### config.mk
export PLATFORM = sky130hd
export DESIGN_NAME = lcd_scanout
export DESIGN_NICKNAME = d
export VERILOG_FILES = /design/src/rtl/lcd_scanout.sv
export SDC_FILE = /design/constraint.sdc
export NUM_CORES = 1
export LEC_CHECK = 0
export CELL_PAD_IN_SITES_DETAIL_PLACEMENT = 0
export CELL_PAD_IN_SITES_GLOBAL_PLACEMENT = 1
export CORE_UTILIZATION = 50
export DETAILED_ROUTE_END_ITERATION = 16
export DONT_BUFFER_PORTS = 1
export PLACE_DENSITY_LB_ADDON = 0.25
export SETUP_SLACK_MARGIN = 0.4
export SYNTH_ARGS = -nofsm -noshare
export SYNTH_HDL_FRONTEND = slang
export SYNTH_SLANG_ARGS = --single-unit
### constraint.sdc
create_clock -name clk -period 8.05 [get_ports clk]
set_clock_uncertainty 0.05 [all_clocks]
set_input_delay 1.2075 -clock clk [delete_from_list [all_inputs] [get_ports clk]]
set_output_delay 1.2075 -clock clk [all_outputs]
set_load 0.005 [all_outputs]
### src/rtl/lcd_scanout.sv
// Scanout engine for the double-buffered LCD framebuffer. It drives sync and DE, the
// framebuffer read address, and the swap pulse. Optional LCD_SCANOUT_TESTPAT_EN adds an XOR test pattern.
module lcd_scanout #(
   parameter int H_ACTIVE = 480,
   parameter int H_FP     = 8,
   parameter int H_SYNC   = 4,
   parameter int H_BP     = 43,
   parameter int V_ACTIVE = 272,
   parameter int V_FP     = 4,
   parameter int V_SYNC   = 4,
   parameter int V_BP     = 12
) (
   input  logic        clk,
   input  logic        rst_n,
`ifdef LCD_SCANOUT_TESTPAT_EN
   input  logic        test_en,
`endif
   input  logic        frame_ready,
   input  logic [7:0]  fb_data,
   output logic [31:0] rad,
   output logic        swap,
   output logic        frame_start,
   output logic [7:0]  lcd_data,
   output logic        lcd_hsync,
   output logic        lcd_vsync,
   output logic        lcd_de
);

   localparam logic [15:0] H_ACT    = 16'(H_ACTIVE);
   localparam logic [15:0] H_LAST   = 16'(H_ACTIVE + H_FP + H_SYNC + H_BP - 1);
   localparam logic [15:0] HS_START = 16'(H_ACTIVE + H_FP);
   localparam logic [15:0] HS_END   = 16'(H_ACTIVE + H_FP + H_SYNC);
   localparam logic [15:0] V_ACT    = 16'(V_ACTIVE);
   localparam logic [15:0] V_LAST   = 16'(V_ACTIVE + V_FP + V_SYNC + V_BP - 1);
   localparam logic [15:0] VS_START = 16'(V_ACTIVE + V_FP);
   localparam logic [15:0] VS_END   = 16'(V_ACTIVE + V_FP + V_SYNC);
   localparam logic [31:0] ADDR_MAX = 32'(H_ACTIVE * V_ACTIVE - 1);

   logic [15:0] h_cnt;
   logic [15:0] v_cnt;
   logic [31:0] addr_cnt;
   logic        h_last;
   logic        frame_last;
   logic        active_s0;
   logic        hs_s0;
   logic        vs_s0;
   logic        swap_point;
   logic        de1, hs1, vs1;
   logic        de2, hs2, vs2;
   logic [7:0]  pix;

   assign h_last     = (h_cnt == H_LAST);
   assign frame_last = h_last && (v_cnt == V_LAST);
   assign active_s0  = (h_cnt < H_ACT) && (v_cnt < V_ACT);
   assign hs_s0      = (h_cnt >= HS_START) && (h_cnt < HS_END);
   assign vs_s0      = (v_cnt >= VS_START) && (v_cnt < VS_END);
   assign swap_point = (h_cnt == 16'd0) && (v_cnt == V_ACT);

   always_ff @(posedge clk or negedge rst_n) begin
      if (!rst_n) begin
         h_cnt <= 16'd0;
         v_cnt <= 16'd0;
      end else if (h_last) begin
         h_cnt <= 16'd0;
         v_cnt <= (v_cnt == V_LAST) ? 16'd0 : v_cnt + 16'd1;
      end else begin
         h_cnt <= h_cnt + 16'd1;
      end
   end

   // addr_cnt tracks the counter stage; rad latches it only for active pixels and holds through blanking
   always_ff @(posedge clk or negedge rst_n) begin
      if (!rst_n) begin
         addr_cnt <= 32'd0;
         rad      <= 32'd0;
      end else if (frame_last) begin
         addr_cnt <= 32'd0;
         rad      <= 32'd0;
      end else if (active_s0) begin
         rad <= addr_cnt;
         if (addr_cnt != ADDR_MAX) begin
            addr_cnt <= addr_cnt + 32'd1;
         end
      end
   end

`ifdef LCD_SCANOUT_TESTPAT_EN
   logic [7:0] pat1;
   logic [7:0] pat2;

   always_ff @(posedge clk or negedge rst_n) begin
      if (!rst_n) begin
         pat1 <= 8'd0;
         pat2 <= 8'd0;
      end else begin
         pat1 <= h_cnt[7:0] ^ v_cnt[7:0];
         pat2 <= pat1;
      end
   end

   assign pix = test_en ? pat2 : fb_data;
`else
   assign pix = fb_data;
`endif

   // Flags ride two stages so they line up with RAM data, then everything lands in the panel registers together
   always_ff @(posedge clk or negedge rst_n) begin
      if (!rst_n) begin
         de1         <= 1'b0;
         hs1         <= 1'b0;
         vs1         <= 1'b0;
         de2         <= 1'b0;
         hs2         <= 1'b0;
         vs2         <= 1'b0;
         frame_start <= 1'b0;
         swap        <= 1'b0;
         lcd_de      <= 1'b0;
         lcd_hsync   <= 1'b1;
         lcd_vsync   <= 1'b1;
         lcd_data    <= 8'd0;
      end else begin
         de1         <= active_s0;
         hs1         <= hs_s0;
         vs1         <= vs_s0;
         de2         <= de1;
         hs2         <= hs1;
         vs2         <= vs1;
         frame_start <= (h_cnt == 16'd0) && (v_cnt == 16'd0);
         swap        <= swap_point && frame_ready && !de1 && !de2;
         lcd_de      <= de2;
         lcd_hsync   <= ~hs2;
         lcd_vsync   <= ~vs2;
         lcd_data    <= de2 ? pix : 8'd0;
      end
   end

endmodule

Word level (Yosys, flattened, before mapping)
Cells that the tools add are included.
W data, S select, Z words.
- bits in registers: 115
- latch bits: 0
- RAM bits: 0
- bits in read-only memories: 0
- output and inout bits: 45
- logic and storage cells: 55
- memories kept: 0
- add/sub/neg operators: 3
- multiply operators: 0
- divide/modulo/power cells: 0
- order comparisons: 6
- equal/unequal tests: 4
- shift-type cells: 0
- muxes and demuxes: 8
- bitwise operators: 2
- reductions and logical operators: 16
- operator list (operator ; count):
    $mux W32 ; 5
    $lt A16 B9 Y1 const B ; 4
    $add A16 B1 Y16 const B ; 2
    $add A32 B1 Y32 const B ; 1
    $eq A16 B9 Y1 const B ; 2
    $ge A16 B9 Y1 const B ; 2
    $logic_not A16 Y1 ; 2
    $mux W16 ; 2
    $ne A32 B17 Y1 const B ; 1
    $eq A16 B10 Y1 const B ; 1
    $logic_and A1 B1 Y1 ; 9
    $mux W8 ; 1
    $reduce_bool A2 Y1 ; 2
    $logic_not A1 Y1 ; 2
    $not A1 Y1 ; 2
    $reduce_and A2 Y1 ; 1

Depth between registers and ports, before layout
Gate-level depths: netlist of run 1.
- depth in word-level cells: 5
- gate-level depth with buffers: 9

Worst setup path before layout of run 1
No wires, ideal clock.
- path kind: register -> register
- start point: register h_cnt[10]
- end point: register addr_cnt[4]
- library setup time: 131 ps
- data arrival time: 2452 ps
- setup slack: 5417 ps
- cell stages (with the launch flop): 9
- buffers on the path: 2
- path through: dfrtp_1 or4_4 or4_4 or3_4 buf_6 buf_6 nor3_2 xnor2_1 nor2_2
- word-level cells in the longest chain between the ends: 4
- elaborated cells between the ends (all ways): 8
- classes of those cells: order compare: 1; eq/ne: 1; mux: 1; reduce/logical: 5
- RTL lines (what ; line ; text):
    start, declared ; 39 ; logic [15:0] h_cnt;
    start signal, assigned ; 67 ; h_cnt <= h_cnt + 16'd1;
    $lt A16 B9 Y1 or $eq A16 B10 Y1 (tied branches) ; 54, 52 ;
    $logic_and A1 B1 Y1 (on tied branches) ; 54, 53 ;
    $reduce_bool A2 Y1 (no line) ; - ;
    $reduce_and A2 Y1 (no line) ; - ;
    end signal, assigned ; 82 ; addr_cnt <= addr_cnt + 32'd1;
    end, declared ; 41 ; logic [31:0] addr_cnt;
Several ways; a longest one is shown, not always the timed one.
A chain may end at the register's enable or synchronous reset.

Final worst setup path of run 1
- start point: register h_cnt[10]
- end point: register addr_cnt[21]
Same word-level chain as after synthesis.

==> metrics.txt, run 1 <==
outcome completed; GP Congestion roughly 0.78; Switching Fraction 0.196; Final ANT Viol Nets 0; most common cell after layout, fill and taps aside dfrtp_1; R2R cell count 8; combinational cell fraction of total power 0.001; total track usage 0.213; pin count of the biggest net entering global routing 116; CTS clk-pin slew, worst paths 60 ps; root buf cell clkbuf_8; Vias/cell 5.54; DR pass1 iterations 5; die height between 100 and 150 um; H-tree depth 4; die width about 110 um; Core ar. 10300 sq um; Rel. slew slack 0.250; PortBufs 0; CTS Hold Bufs 0; syn nets 540; Worst Setup End Kind register; CP peak stage delay around 630 ps; crit-path most repeated cell or4_4; RSZ-0062 raised after global routing false; gr ovfl total 0; Stages on worst setup path 8; initial core utilization 0.514; endpoints failing setup 0; HP Class register to register; row count 37; P_int ~1.1 mW; Critical R2R Capture addr_cnt[21]; worst path cell trace or4_4 -> or4_4 -> or3_4 -> clkinv_1 -> buf_4 -> nand2b_1 -> or3_1 -> a21oi_1; DP HPWL 6710 um; met1 GRT Util 0.298; WP data arrival around 3800 ps; DRT iter0 DRCs between 150 and 200; Hold Worst Slack about 300 ps; wire per inst ~16 um; max_cap viols 0; met3 Track Usage GR 0.0717; Crit Path Class register to register; via count between 3000 and 4000; Hold Path Stages 0; Max stage delay cell, worst path or3_4; Slew Limit Fails 0; CTS tree yes; TritonCTS buffer count 17; DRT Wirelength 10700 um; Switch Pwr ~260 uW; drc violations 0; area of the multi-input gates roughly 2300 sq um; storage element area between 2000 and 3000 sq um; Mapped Area 5310 sq um; NumNets Final 539; Post-CTS Setup Inserts 0; R2R Path Start h_cnt[10]; Peak VDD IR between 0.0001 and 0.00015 V; Setup Total Neg Slack 0 ps; placed insts around 640; PD cells roughly 220 nW/um^2; Layout area overhead 12.7%; crit-path max FO 57; crit path launch h_cnt[10]; die area 11000 sq um; clock sink count ~120; Slew @ Worst Pin 1120 ps; Post-synth EDFFs 0; clock buffer depth 2; hold_sp vs1; Async S/R FF share, synth 1.00; initial antenna violation count 0; layout cells sized above 1 0.131; vias in the first global route 3673; sequential fraction of the synthesis area 0.543; Setup crit start kind register; io pins 56; Synth Flop Type dfrtp_1; Worst path top cell family by delay simple AND/OR/NAND/NOR gates; fmax around 0.29 GHz; Post-Syn Instances 523; first-pass GRT wire length approximately 18000 um; Critical Path RT 8430 ps; Antenna diodes 0; Critical Path End addr_cnt[21]; GRT met2 Usage 0.306; reg2reg setup slack 4620 ps; Clk pwr share 0.554; commonest non-fill, non-tap cells in the layout dfrtp_1 (113), nand2_1 (81), nor2_1 (48), xnor2_1 (42), o21ai_0 (35); # fillers 887; Pwr Total around 1.3 mW; post-route minimum period 3430 ps; GR peak layer met2; Worst-Skew Late Latency about 500 ps; Hold Violations, Final 0; final std cells w/o fill approximately 670; FF+latch count, synth between 100 and 150; Leak ~2.6 nW; period utilization 0.426; Yosys warnings 0; Yosys cell types 45; cts repair resizes 0; Reg power frac 0.444; Avg Inst Size Synth around 10 sq um; Buf+Inv Stages, Crit Path 2
per-stage QoR:
step | worst slack [ps] | cell area, sq um | utilization
6_report | 4620 | 5980 | 0.579
5_1_grt | 4430 | 5980 | 0.579
4_1_cts | 4630 | 5980 | 0.579
3_5_place_dp | 4640 | 5400 | 0.523
3_3_place_gp | 4710 | 5400 | 0.523
2_1_floorplan | 5420 | 5310 | -
kinds of logic (layout without fill, tap and decap cells):
group,count (synthesis),after routing,synth area share
buffers and inverters,39,51,0.0321
DFF,115,115,0.543
and+or+nand+nor,265,265,0.276
adders and majority gates,6,6,0.0141
AOI/OAI and AO/OA,42,42,0.0427
xor gates and xnor gates,55,55,0.0908
muxes,1,1,0.00189
flip-flops by register name, summed over array words and instances, names as in the netlist:
name / cells
hs1: 1
lcd_hsync: 1
vs2: 1
rad: 32
de2: 1
hs2: 1
lcd_vsync: 1
addr_cnt: 32
frame_start: 1
lcd_de: 1
h_cnt: 16
swap: 1
lcd_data: 8
vs1: 1
v_cnt: 16
de1: 1
power groups by stage:
stage	logic, mW	registers, mW	clock network (mW)
global route	0.00177	0.581	0.766
detailed placement	0.00156	0.592	0
finish	0.00152	0.582	0.726
global placement	0.00145	0.592	0
CTS	0.00158	0.582	0.737
floorplan	0.00135	0.592	0
cell type report:
cell class	count	share of cell area
multi-input cells	369	0.379
clock buffers	23	0.0797
repair buffers	3	0.00376
flip-flops and latches	115	0.481
clock inverters	9	0.0172
inverters	16	0.0100
well taps	136	0.0284
how the worst min path moves through the flow:
stage / end / slack [ps]
after floorplan: hs2 / 280
after global placement: hs2 / 280
after detailed placement: vs2 / 290
after CTS: vs2 / 300
after global routing: vs2 / 300
final: vs2 / 300
synthesized netlist by cell type (2+ instances only):
master,count,share of area
dfrtp_1,113,0.53
nand2_1,81,0.057
nor2_1,48,0.034
xnor2_1,42,0.069
o21ai_0,35,0.033
nand3_1,29,0.027
clkbuf_1,19,0.013
inv_1,15,0.011
nand4_1,15,0.018
xor2_1,13,0.021
and2_1,12,0.014
nor3_2,12,0.023
nor4_1,12,0.014
and3_1,9,0.011
nor3_1,7,0.0066
ha_1,6,0.014
nor4_2,6,0.014
or3_1,5,0.0059
and4_1,4,0.0066
buf_6,3,0.0064
nand4b_1,3,0.0050
nor2_2,3,0.0035
a21oi_1,2,0.0019
dfstp_2,2,0.0099
nand2b_1,2,0.0024
nor2b_1,2,0.0024
nor4b_2,2,0.0057
or2_2,2,0.0024
or4_1,2,0.0028
or4_4,2,0.0042
per-layer routing:
metal / wire [um] / share of wire / up-vias
met5: 0 / 0 / -
met4: 186 / 0.017 / 0
met3: 585 / 0.054 / 18
met2: 4650 / 0.43 / 89
met1: 5320 / 0.50 / 1825
li1: - / - / 1782
worst reg2reg max path: stages, from the launching register on:
cell      delay (ps)
dfrtp_1          420
or4_4            570
or4_4            500
or3_4            630
clkinv_1         140
buf_4            350
nand2b_1         190
or3_1            360
a21oi_1          140
Note: power is estimated with default switching activity, not from simulation.
==> run 2, diff against run 1 <==
--- a/config.mk
+++ b/config.mk
@@ -7,7 +7,7 @@
 export LEC_CHECK = 0
 export CELL_PAD_IN_SITES_DETAIL_PLACEMENT = 0
 export CELL_PAD_IN_SITES_GLOBAL_PLACEMENT = 1
-export CORE_UTILIZATION = 50
+export CORE_UTILIZATION = 49
 export DETAILED_ROUTE_END_ITERATION = 16
 export DONT_BUFFER_PORTS = 1
 export PLACE_DENSITY_LB_ADDON = 0.25
==> constraint.sdc (replaced) <==
create_clock -name clk -period 3.5 [get_ports clk]
set_clock_uncertainty 0.05 [all_clocks]
set_input_delay 0.525 -clock clk [delete_from_list [all_inputs] [get_ports clk]]
set_output_delay 0.525 -clock clk [all_outputs]
set_load 0.005 [all_outputs]
==> metrics.txt, run 2 (synthesis gave the netlist of run 1 again) <==
GP Congestion 0.823 (+5.0%); failing checks hold timing; die width 106 um (+1.0%); TritonCTS buffer count 17 (unchanged); H-tree depth 4 (unchanged); initial core utilization 0.509 (-0.00457); combinational cell fraction of total power 0.001 (about the same); Post-CTS Setup Inserts 0 (unchanged); NumNets Final 543 (+0.74%); PortBufs 0 (unchanged); most common cell after layout, fill and taps aside dfrtp_1; P_int 2.44 mW (+130%); Slew @ Worst Pin 502 ps (-623 ps); Pwr Total 3.06 mW (+130%); Leak 2.63 nW (+1.0%); gr ovfl total 0 (unchanged); Critical Path RT 3850 ps (-4580 ps); DP HPWL 7030 um (+4.7%); DRT Wirelength 10900 um (+1.6%); die area 11200 sq um (+2.0%); Largest regs addr_cnt (32), rad (32); outcome finished with violations; R2R cell count 7 (-1); crit-path max FO 32 (-44%); Reg power frac 0.437 (-0.007); wire per inst 16.2 um (+1.0%); Crit Path Class register to register; Core ar. 10400 sq um (+0.90%); vias in the first global route 3744 (+1.9%); first-pass GRT wire length 18700 um (+1.8%); Final ANT Viol Nets 0 (unchanged); Switching Fraction 0.203 (+0.00731); Worst Setup End Kind register; Worst-Skew Late Latency 520 ps (about the same); root buf cell clkbuf_8; RSZ-0062 raised after global routing false; CTS clk-pin slew, worst paths 60 ps (about the same); DRT iter0 DRCs 219 (+15%); placed insts 643 (+0.63%); clock sink count 115 (unchanged); drc violations 0 (unchanged); io pins 56 (unchanged); PD cells 506 nW/um^2 (+130%); endpoints failing setup 0 (unchanged); Peak VDD IR 0.000350 V (+220%); row count 37 (unchanged); die height 106 um (+1.0%); Hold Violations, Final 115 (+115); pin count of the biggest net entering global routing 116 (unchanged); Setup crit start kind register; commonest non-fill, non-tap cells in the layout dfrtp_1 (113), nand2_1 (81), nor2_1 (48), xnor2_1 (42), o21ai_0 (35); layout cells sized above 1 0.139 (+0.00831); final std cells w/o fill 675 (+0.60%); Switch Pwr 622 uW (+140%); period utilization 0.846 (+0.420); Layout area overhead 14.0%; pre-CTS setup slack 565 ps (-4080 ps); Setup Total Neg Slack 0 ps (unchanged); Rel. slew slack 0.662 (+0.412); CTS tree yes; cts repair resizes 0 (unchanged); DR pass1 iterations 4 (-1); Slew Limit Fails 0 (unchanged); post-route minimum period 2960 ps (-469 ps); setup ws final 539 ps (-4080 ps); via count 3703 (-0.30%); initial antenna violation count 0 (unchanged); HP Class primary input to asynchronous set/reset pin; WP data arrival 3310 ps (-500 ps); total track usage 0.214 (+0.000837); Clk pwr share 0.562 (+0.008); Vias/cell 5.49 (-0.89%); fmax 0.338 GHz (+16%); Hold Worst Slack -351 ps (-649 ps); clock buffer depth 2 (unchanged); max_cap viols 0 (unchanged); Antenna diodes 0 (unchanged)
run 2: cell count changes in the layout (fill, tap and decap cells not counted), sizes merged:
cell / delta
clkbuf: -4
buf: +4
clkinvlp: +2
clkinv: +1
bufinv: +1
run 2: power groups by stage:
stage / Combinational [mW] / Sequential (mW) / Clock (mW)
after floorplan: 0.00310 / 1.36 / 0
after global placement: 0.00336 / 1.36 / 0
after detailed placement: 0.00363 / 1.36 / 0
after CTS: 0.00369 / 1.34 / 1.75
after global routing: 0.00418 / 1.34 / 1.81
final: 0.00357 / 1.34 / 1.72
run 2: critical path, cell delays in order, from the launching register on:
cell and delay, ps:
dfrtp_1 430, or4_4 580, or4_4 500, or3_4 420, buf_4 290, nor4_2 360, xnor2_1 150, nor2_1 50
run 2: final timing paths:
| kind | from | to | slack, ps |
|---|---|---|---|
| worst max-delay path | h_cnt[10] | addr_cnt[6] | 540 |
| worst min-delay path | rst_n | v_cnt[14] | -350 |
| worst max register to register | h_cnt[10] | addr_cnt[6] | 540 |
| worst min register to register | vs2 | lcd_vsync | 290 |
| max in group asynchronous | rst_n | lcd_hsync | 3490 |
| min in group clk | fb_data[1] | lcd_data[1] | 90 |
run 2: per-layer routing:
metal | global-route usage | up-vias | wire length, um
met2 | 0.310 | 80 | 4890
met4 | 0.0813 | 0 | 134
met1 | 0.301 | 1823 | 5340
met5 | 0 | - | 0
met3 | 0.0644 | 10 | 561
li1 | - | 1790 | -
run 2: cell type report:
cell class	instances	area, sq um
clock buffers	19	432
clock inverters	13	160
fillers	898	4370
inverters	16	60.1
multi-input cells	369	2270
flip-flops and latches	115	2880
well taps	136	170
repair buffers	7	77.6
run 2: stage by stage:
step / area, sq um / hold WS (ps) / util
6_report: 6050 / -351 / 0.581
5_1_grt: 6050 / -377 / 0.581
4_1_cts: 6050 / -374 / 0.581
3_5_place_dp: 5460 / 182 / 0.524
3_3_place_gp: 5460 / 183 / 0.524
2_1_floorplan: 5310 / 179 / -
==> run 3, diff against run 2 <==
==> constraint.sdc (replaced) <==
create_clock -name clk -period 3 [get_ports clk]
set_clock_uncertainty 0.05 [all_clocks]
set_input_delay 0.45 -clock clk [delete_from_list [all_inputs] [get_ports clk]]
set_output_delay 0.45 -clock clk [all_outputs]
set_load 0.005 [all_outputs]
==> metrics.txt, run 3 (synthesis gave the netlist of run 1 again) <==
DR pass1 iterations 4 (unchanged); setup ws final 323 ps (-216 ps); DRT Wirelength 11600 um (+5.8%); RSZ-0062 raised after global routing true; initial core utilization 0.509 (unchanged); final core utilization 0.623 (+0.0424); first-pass GRT wire length 19600 um (+4.6%); Antenna diodes 0 (unchanged); via count 3878 (+4.7%); Crit Path Class register to register; clock sink count 115 (unchanged); die area 11200 sq um (unchanged); Final Cell Area 6490 sq um (+7.3%); Largest regs addr_cnt (32), rad (32); die height 106 um (unchanged); Setup Total Neg Slack 0 ps (unchanged); drc violations 0 (unchanged); Vias/cell 5.57 (+1.6%); failing checks hold timing; row count 37 (unchanged); Core ar. 10400 sq um (unchanged); GP Congestion 0.789 (-4.0%); fmax 0.374 GHz (+11%); final std cells w/o fill 696 (+3.1%); most common cell after layout, fill and taps aside dfrtp_1; Slew @ Worst Pin 525 ps (+22.8 ps); Leak 2.78 nW (+6.0%); io pins 56 (unchanged); Hold Violations, Final 115 (unchanged); pre-CTS setup slack 205 ps (-360 ps); root buf cell clkbuf_8; H-tree depth 4 (unchanged); endpoints failing setup 0 (unchanged); TritonCTS buffer count 17 (unchanged); WP data arrival 3030 ps (-280 ps); gr ovfl total 0 (unchanged); commonest non-fill, non-tap cells in the layout dfrtp_1 (111), nand2_1 (81), nor2_1 (48), xnor2_1 (41), o21ai_0 (35); placed insts 648 (+0.78%); Setup crit start kind register; Rel. slew slack 0.649 (-0.0129); die width 106 um (unchanged); outcome finished with violations; CTS Hold Bufs 3; post-route minimum period 2680 ps (-284 ps); Slew Limit Fails 0 (unchanged); layout cells sized above 1 0.179 (+0.0394); Worst-Skew Late Latency 520 ps (about the same); CTS tree yes; CTS clk-pin slew, worst paths 60 ps (about the same); initial antenna violation count 0 (unchanged); Worst Setup End Kind register; wire per inst 16.6 um (+2.6%); pin count of the biggest net entering global routing 116 (unchanged); Critical Path RT 3360 ps (-490 ps); Final ANT Viol Nets 0 (unchanged); vias in the first global route 3925 (+4.8%); DP HPWL 7300 um (+3.9%); crit-path max FO 30 (-6.3%); PD cells 574 nW/um^2 (+13%); clock buffer depth 2 (unchanged); Pwr Total 3.72 mW (+22%); total track usage 0.226 (+0.0122); NumNets Final 564 (+3.9%); max_cap viols 0 (unchanged); Hold Worst Slack -421 ps (-69.8 ps); Peak VDD IR 0.000369 V (+5.3%); period utilization 0.892 (+0.0462); Layout area overhead 22.3%; DRT iter0 DRCs 215 (-1.8%); PortBufs 0 (unchanged); HP Class primary input to asynchronous set/reset pin; Post-DP Area 5500 sq um (+0.80%)
[run 3: cell types whose count changed in the layout (fill, tap and decap cells not counted), sizes merged]
cell         delta
clkinvlp        -4
bufbuf          +1
bufinv          +2
dlygate4sd3     +3
clkbuf          +2
buf            +17
[run 3: critical path, cell delays in order (launching register included)]
cell     delay (ps)
dfrtp_2         450
o41a_1          410
or4_4           480
or3_4           450
buf_12          210
nor4b_4         300
xnor2_1         140
nor2_1           50
[run 3: report_power, final]
part           leakage, nW  internal (mW)  switching (mW)
sequential            1.52           1.56         0.00282
combinational        0.948        0.00534         0.00189
clock                0.311           1.47           0.688
[run 3: final cells by class]
cell class / count / area, sq um
multi-input combinational: 369 / 2420
fill: 855 / 3930
sequential: 115 / 2880
tap: 136 / 170
inverter: 16 / 61.3
timing repair buffer: 28 / 324
clock buffer: 21 / 449
clock inverter: 11 / 183
[run 3: worst paths after layout]
path | startpoint | to | slack, ps | depth (start not counted)
worst min-delay path | rst_n | v_cnt[0] | -420 | 0
worst max register to register | v_cnt[5] | addr_cnt[5] | 320 | 7
worst max-delay path | v_cnt[5] | addr_cnt[5] | 320 | 7
min in group clk | frame_ready | swap | 30 | 2
max in group asynchronous | rst_n | lcd_hsync | 3060 | 0
worst min register to register | vs2 | lcd_vsync | 300 | 1
[run 3: metal layers]
layer	part of all wire	track usage	routed length, um	up-vias
met3	0.053	0.0699	612	8
met5	0	0	0	-
met2	0.46	0.346	5280	92
met4	0.010	0.0764	118	0
li1	-	-	-	1833
met1	0.48	0.305	5540	1945
[run 3: repair_timing]
item	4_1_cts	5_1_grt
pin swaps	5	9
endpoints found under the setup margin	24	28
setup buffers	4	7
gates resized for setup	15	16
endpoints found under the hold margin	118	115
cloned	2	0
